File: src/rtl/bist_responder_pkg.sv
// Shared BIST definitions: responder widths, table geometry and the
// next-state rule applied when a transition-table entry is not programmed.
package bist_responder_pkg;

   localparam int BIST_STATE_W   = 4;
   localparam int BIST_TBL_AW    = 2 * BIST_STATE_W;
   localparam int BIST_TBL_DEPTH = 1 << BIST_TBL_AW;

   typedef logic [BIST_STATE_W-1:0] bist_state_t;

   // How the state register moves on a given cycle.
   typedef enum logic [1:0] {
      STEP_HOLD = 2'd0,   // enable low: nothing moves
      STEP_SET  = 2'd1,   // load the symbol directly as the new state
      STEP_TBL  = 2'd2,   // programmed table entry
      STEP_DFLT = 2'd3    // unprogrammed entry: arithmetic fallback
   } bist_step_e;

   // Fallback transition: state advances by the symbol, modulo 2^STATE_W.
   function automatic bist_state_t bist_dflt_next(input bist_state_t s,
                                                  input bist_state_t sym);
      return s + sym;
   endfunction

endpackage

File: src/rtl/bist_resp_table.sv
// Transition table: DEPTH x DW RAM with a per-entry valid bit.
// One write port, one asynchronous read port; clr_i wipes the valid bits
// and blocks writes. Reads see the pre-write contents in the write cycle.
module bist_resp_table
   import bist_responder_pkg::*;
#(
   parameter int AW    = BIST_TBL_AW,
   parameter int DW    = BIST_STATE_W,
   parameter int DEPTH = 1 << AW
) (
   input  logic          clk,
   input  logic          clr_i,
   input  logic          we_i,
   input  logic [AW-1:0] waddr_i,
   input  logic [DW-1:0] wdata_i,
   input  logic [AW-1:0] raddr_i,
   output logic [DW-1:0] rdata_o,
   output logic          rvalid_o
);

   logic [DW-1:0]    mem_q [DEPTH];
   logic [DEPTH-1:0] valid_q;
   logic             wr_en;

   assign wr_en = we_i && !clr_i;

   // Data array: no reset, contents only matter once the valid bit is set.
   always_ff @(posedge clk) begin
      if (wr_en) mem_q[waddr_i] <= wdata_i;
   end

   // Valid bits: cleared wholesale by clr_i, set by each accepted write.
   always_ff @(posedge clk) begin
      if (clr_i)      valid_q          <= '0;
      else if (wr_en) valid_q[waddr_i] <= 1'b1;
   end

   assign rdata_o  = mem_q[raddr_i];
   assign rvalid_o = valid_q[raddr_i];

endmodule

File: src/rtl/bist_responder.sv
// BIST responder: a small state machine-under-test driven by BIST stimulus.
// Each enabled cycle either loads a state directly or follows a programmable
// transition table (with an arithmetic fallback), and reports the resulting
// state back with optional stuck-at-1 fault injection.
module bist_responder
   import bist_responder_pkg::*;
#(
   parameter int STATE_W = BIST_STATE_W,
   parameter int CNT_W   = 16
) (
   input  logic                 clk,
   input  logic                 TLR,
   input  logic                 RESET_SM,
   input  logic                 enable,
   input  logic [STATE_W:0]     BIST_OUT,
   output logic [STATE_W-1:0]   BIST_IN,
   input  logic                 tbl_we,
   input  logic [2*STATE_W-1:0] tbl_addr,
   input  logic [STATE_W-1:0]   tbl_data,
   input  logic                 fault_en,
   input  logic [STATE_W-1:0]   fault_mask,
   output logic [CNT_W-1:0]     step_cnt,
   output logic                 busy
);

   logic [STATE_W-1:0]   state_q, state_d;
   logic [CNT_W-1:0]     step_cnt_q, step_cnt_d;
   logic                 busy_q, busy_d;

   logic [STATE_W-1:0]   sym;
   logic                 set_flag;
   logic [2*STATE_W-1:0] rd_addr;
   logic [STATE_W-1:0]   rd_data;
   logic                 rd_valid;
   bist_step_e           step;

   bist_resp_table #(
      .AW (2*STATE_W),
      .DW (STATE_W)
   ) u_tbl (
      .clk      (clk),
      .clr_i    (TLR),
      .we_i     (tbl_we),
      .waddr_i  (tbl_addr),
      .wdata_i  (tbl_data),
      .raddr_i  (rd_addr),
      .rdata_o  (rd_data),
      .rvalid_o (rd_valid)
   );

   // Decode the stimulus and compute next state, step count and busy.
   always_comb begin
      sym        = BIST_OUT[STATE_W:1];
      set_flag   = BIST_OUT[0];
      rd_addr    = {state_q, sym};
      step       = STEP_HOLD;
      state_d    = state_q;
      step_cnt_d = step_cnt_q;
      busy_d     = busy_q;

      if (enable) begin
         if (set_flag)      step = STEP_SET;
         else if (rd_valid) step = STEP_TBL;
         else               step = STEP_DFLT;
      end

      case (step)
         STEP_SET:  state_d = sym;
         STEP_TBL:  state_d = rd_data;
         STEP_DFLT: state_d = bist_dflt_next(state_q, sym);
         default:   state_d = state_q;
      endcase

      if (step != STEP_HOLD) begin
         busy_d = 1'b1;
         // Saturate rather than wrap so a long run never looks short.
         if (!(&step_cnt_q))
            step_cnt_d = step_cnt_q + {{(CNT_W-1){1'b0}}, 1'b1};
      end
   end

   // State registers; either reset discards the concurrent step.
   always_ff @(posedge clk) begin
      if (TLR || RESET_SM) begin
         state_q    <= '0;
         step_cnt_q <= '0;
         busy_q     <= 1'b0;
      end else begin
         state_q    <= state_d;
         step_cnt_q <= step_cnt_d;
         busy_q     <= busy_d;
      end
   end

   assign BIST_IN  = fault_en ? (state_q | fault_mask) : state_q;
   assign step_cnt = step_cnt_q;
   assign busy     = busy_q;

endmodule

File: config.mk
export PLATFORM = sky130hd
export DESIGN_NAME = bist_responder
export DESIGN_NICKNAME = d
export VERILOG_FILES = /design/src/rtl/bist_responder_pkg.sv /design/src/rtl/bist_resp_table.sv /design/src/rtl/bist_responder.sv
export SDC_FILE = /design/constraint.sdc
export NUM_CORES = 2
export LEC_CHECK = 0
export ABC_AREA = 1
export CAP_MARGIN = 20
export CORE_AREA = 2 2 380 288
export CTS_CLUSTER_DIAMETER = 80
export DETAILED_ROUTE_END_ITERATION = 10
export DIE_AREA = 0 0 382 290
export HOLD_SLACK_MARGIN = 0.05
export PLACE_DENSITY = 0.65
export RECOVER_POWER = 25
export SYNTH_ARGS = -nofsm -noshare
export SYNTH_HDL_FRONTEND = slang
export SYNTH_SLANG_ARGS = --single-unit
File: constraint.sdc
create_clock -name clk -period 3.1 [get_ports clk]
set_clock_uncertainty 0.2 [all_clocks]
set_input_delay 0.31 -clock clk [delete_from_list [all_inputs] [get_ports clk]]
set_output_delay 0.31 -clock clk [all_outputs]
set_load 0.01 [all_outputs]
==> impl_metrics.csv <==
group,metric,value,unit
detailed_routing,drt_iter0_drc,4883,
global_routing,grt_pass1_wl,226,mm
clock_network,cts_buffers,131,
pwr,power_frac_clock,42.7,%
synth,synth_seq_cells,1301,
global_routing,grt-ovfl-total,0,
detailed_routing,drc,0,
synth,yosys-top-cells-area,"edfxtp_1 (58%), nand3_1 (12%), dfxtp_1 (10%)",
synth,syn-instance-count,5222,
floorplanning,std_cell_rows,104,
place,place.gp.congestion,0.907,
worst_setup_path,path_max_fanout,70,
worst_setup_path,regToRegSetupSlack,630,ps
clock_network,cts_sinks,1301,
floorplanning,start_util,49.7,%
pwr,sw_frac_of_total,22.7,%
final_layout,fill_cells,9043,
pwr,ir_worst_vdd,592,uV
clock_network,clkLatencyLatePin,770,ps
global_routing,antenna_found_initial,6,
synth,synth.distinct_cells,26,
timing,fmax,355,MHz
floorplanning,die_area,111000,um^2
synth,synth_top_family_by_area,"simple AND/OR/NAND/NOR gates",
synth,postSynthAreaPerCell,10.2,um^2
pwr,leakagePower,21.3,nW
synth,synthAdderAreaFrac,0.132,%
detailed_routing,via_count,38700,
synth,yosys.area.top_type_share,57.9,%
floorplanning,die_w,382,um
timing,finalSetupViolations,0,
worst_setup_path,cp-start-kind,"input pin",
detailed_routing,via_per_inst,5.71,
floorplanning,core,107000,um^2
run_status,status,"finished, violations left",
synth,synth_ff_type,"edfxtp_1",
worst_setup_path,worstPathArrival,3080,ps
detailed_routing,dr.pass1.iters,6,
final_layout,final_nets,5277,
timing,maxSlewHeadroom,-36.1,%
run_status,violations,"max-capacitance violations, max-slew violations",
clock_network,path_clk_slew,70,ps
worst_setup_path,path_class,"in -> reg",
final_layout,syn_to_final_growth,13.1,%
place,hpwlAfterDp,91.0,mm
pwr,p_comb_share,6.3,%
timing,grt_setup_unrepaired,"false",
synth,synth.mux.area_fraction,0,%
clock_network,cts_tree,"yes",
pwr,p_switching,8.38,mW
detailed_routing,wire_per_inst,22.2,um
worst_setup_path,end_kind,"flip-flop",
synth,synth-compound-area-share,0.459,%
timing,hold_violations,0,
clock_network,cts_resized,0,
timing,post-route-period-util,90.9,%
detailed_routing,detail-route-antenna-nets,0,
synth,synth_edf_count,1024,
place,dpl_cell_area,55900,um^2
worst_setup_path,critPathRequiredTime,3370,ps
final_layout,most-common-layout-cells,"nand2_1 (1355), nand3_1 (1267), edfxtp_1 (1024)",
detailed_routing,wirelength,150,mm
floorplanning,boundaryPins,48,
final_layout,layout-drive-gt1-share,7.37,%
clock_network,clockRootBuffer,"clkbuf_16",
global_routing,grt_max_degree,95,
pwr,p_seq_share,51.1,%
floorplanning,die_y,290,um
synth,yosysTopAreaCell,"edfxtp_1",
pwr,p_int,28.5,mW
synth,yosysSeqAreaShare,68.3,%
clock_network,htree_num_levels,4,
clock_network,cts_buffer_depth,3,
synth,async_flop_share,0,%
final_layout,final_common_cell,"nand2_1",
place,io_buffer_count,47,
timing,slew_viol_final,276,
worst_setup_path,reg2regPathDepth,11,
global_routing,grtUsageTotal,26.9,%
timing,post-route-min-period,2820,ps
global_routing,first_global_vias,36200,
synth,synth.cell_area,53100,um^2
job,maxCapViolCount,4,
min_path,min_path_cells,6,
min_path,worstHoldPathType,"in -> reg",
pwr,p_per_area,614,nW/um^2
synth,syn-num-nets,5254,
timing,worstMarginPinSlew,2040,ps
synth,yosysWarnings,0,
final_layout,stdcell_area,60100,um^2
final_layout,fin_util,56.2,%
synth,synthSimpleGateAreaFrac,27.5,%
synth,synth_xor_area_share,0.0495,%
## registers in the layout, summed over array words and instances, names as in the netlist
register	cells
busy	1
state_q	4
step_cnt	16
u_tbl.mem_q	1024
u_tbl.valid_q	256
## cells by family after synthesis
logic type      Yosys count
simple gates           3451
buf+inv                 420
fa+ha+maj                 5
compound gates           42
flops                  1301
xor+xnor                  3
## metal layers
layer / wire length, um / GRT usage, % / vias to the layer above
met5: 106 / 0 / -
met4: 4300 / 9.54 / 8
met3: 16200 / 6.44 / 264
met2: 64200 / 38.2 / 1960
met1: 65700 / 40.2 / 18600
li1: - / - / 17900
## area by class of cell
| cell class | count | area (um^2) | share of cell area (%) |
|---|---|---|---|
| sequential | 1301 | 36300 | 60.4 |
| clock buffer | 181 | 3740 | 6.23 |
| tap | 1431 | 1790 | 2.98 |
| clock inverter | 55 | 482 | 0.802 |
| multi-input combinational | 3501 | 14900 | 24.9 |
| timing repair buffer | 233 | 2490 | 4.15 |
| antenna | 3 | 7.51 | 0.0125 |
| inverter | 77 | 310 | 0.517 |
## power groups by stage
stage	registers [mW]	logic, mW	clock network, mW
3_3_place_gp	19.2	2.27	0
3_5_place_dp	19.2	2.29	0
4_1_cts	18.8	2.30	15.9
6_report	18.8	2.31	15.7
2_1_floorplan	19.2	1.23	0
5_1_grt	18.8	2.49	16.6
## synthesized netlist by cell type, types with 3 or more instances
master,number
o21a_1,11
ha_1,4
o21ai_0,10
a21oi_1,19
dfxtp_1,277
nor3_1,4
nor2_1,806
inv_1,71
nand2_1,1361
buf_4,19
edfxtp_1,1024
xnor2_1,3
buf_2,190
buf_1,30
inv_2,4
nand4_1,5
clkbuf_1,104
nand3_1,1269
## stage by stage
stage / hold WS, ps / std cells / setup TNS, ps / setup slack [ps] / power, mW
2_1_floorplan: 209 / 5222 / 0 / 923 / 20.4
4_1_cts: 53.8 / 6779 / 0 / 266 / 37.0
5_1_grt: 188 / 6779 / 0 / 135 / 37.9
3_3_place_gp: 247 / 6537 / -7.04 / -1.82 / 21.5
6_report: 123 / 6782 / 0 / 281 / 36.9
3_5_place_dp: 253 / 6537 / -199 / -46.0 / 21.5
## critical path: stages
cell and delay [ps]:
dlygate4sd3_1 530, clkbuf_2 1390, clkbuf_2 750
## repair_timing
| item | CTS | global route |
|---|---|---|
| endpoints found under the hold margin | 329 | 0 |
| buffers inserted | 0 | 0 |
| hold buffers | 6 | 0 |
| setup endpoints to repair | 0 | 0 |
## worst paths after layout
kind                         endpoint                from
setup reg to reg           state_q[0]          state_q[0]
hold reg to reg    u_tbl.valid_q[251]  u_tbl.valid_q[251]
hold / removal             state_q[3]         BIST_OUT[4]
setup / recovery  u_tbl.mem_q[123][1]         tbl_data[1]
Power figures use the tool's default switching activity.
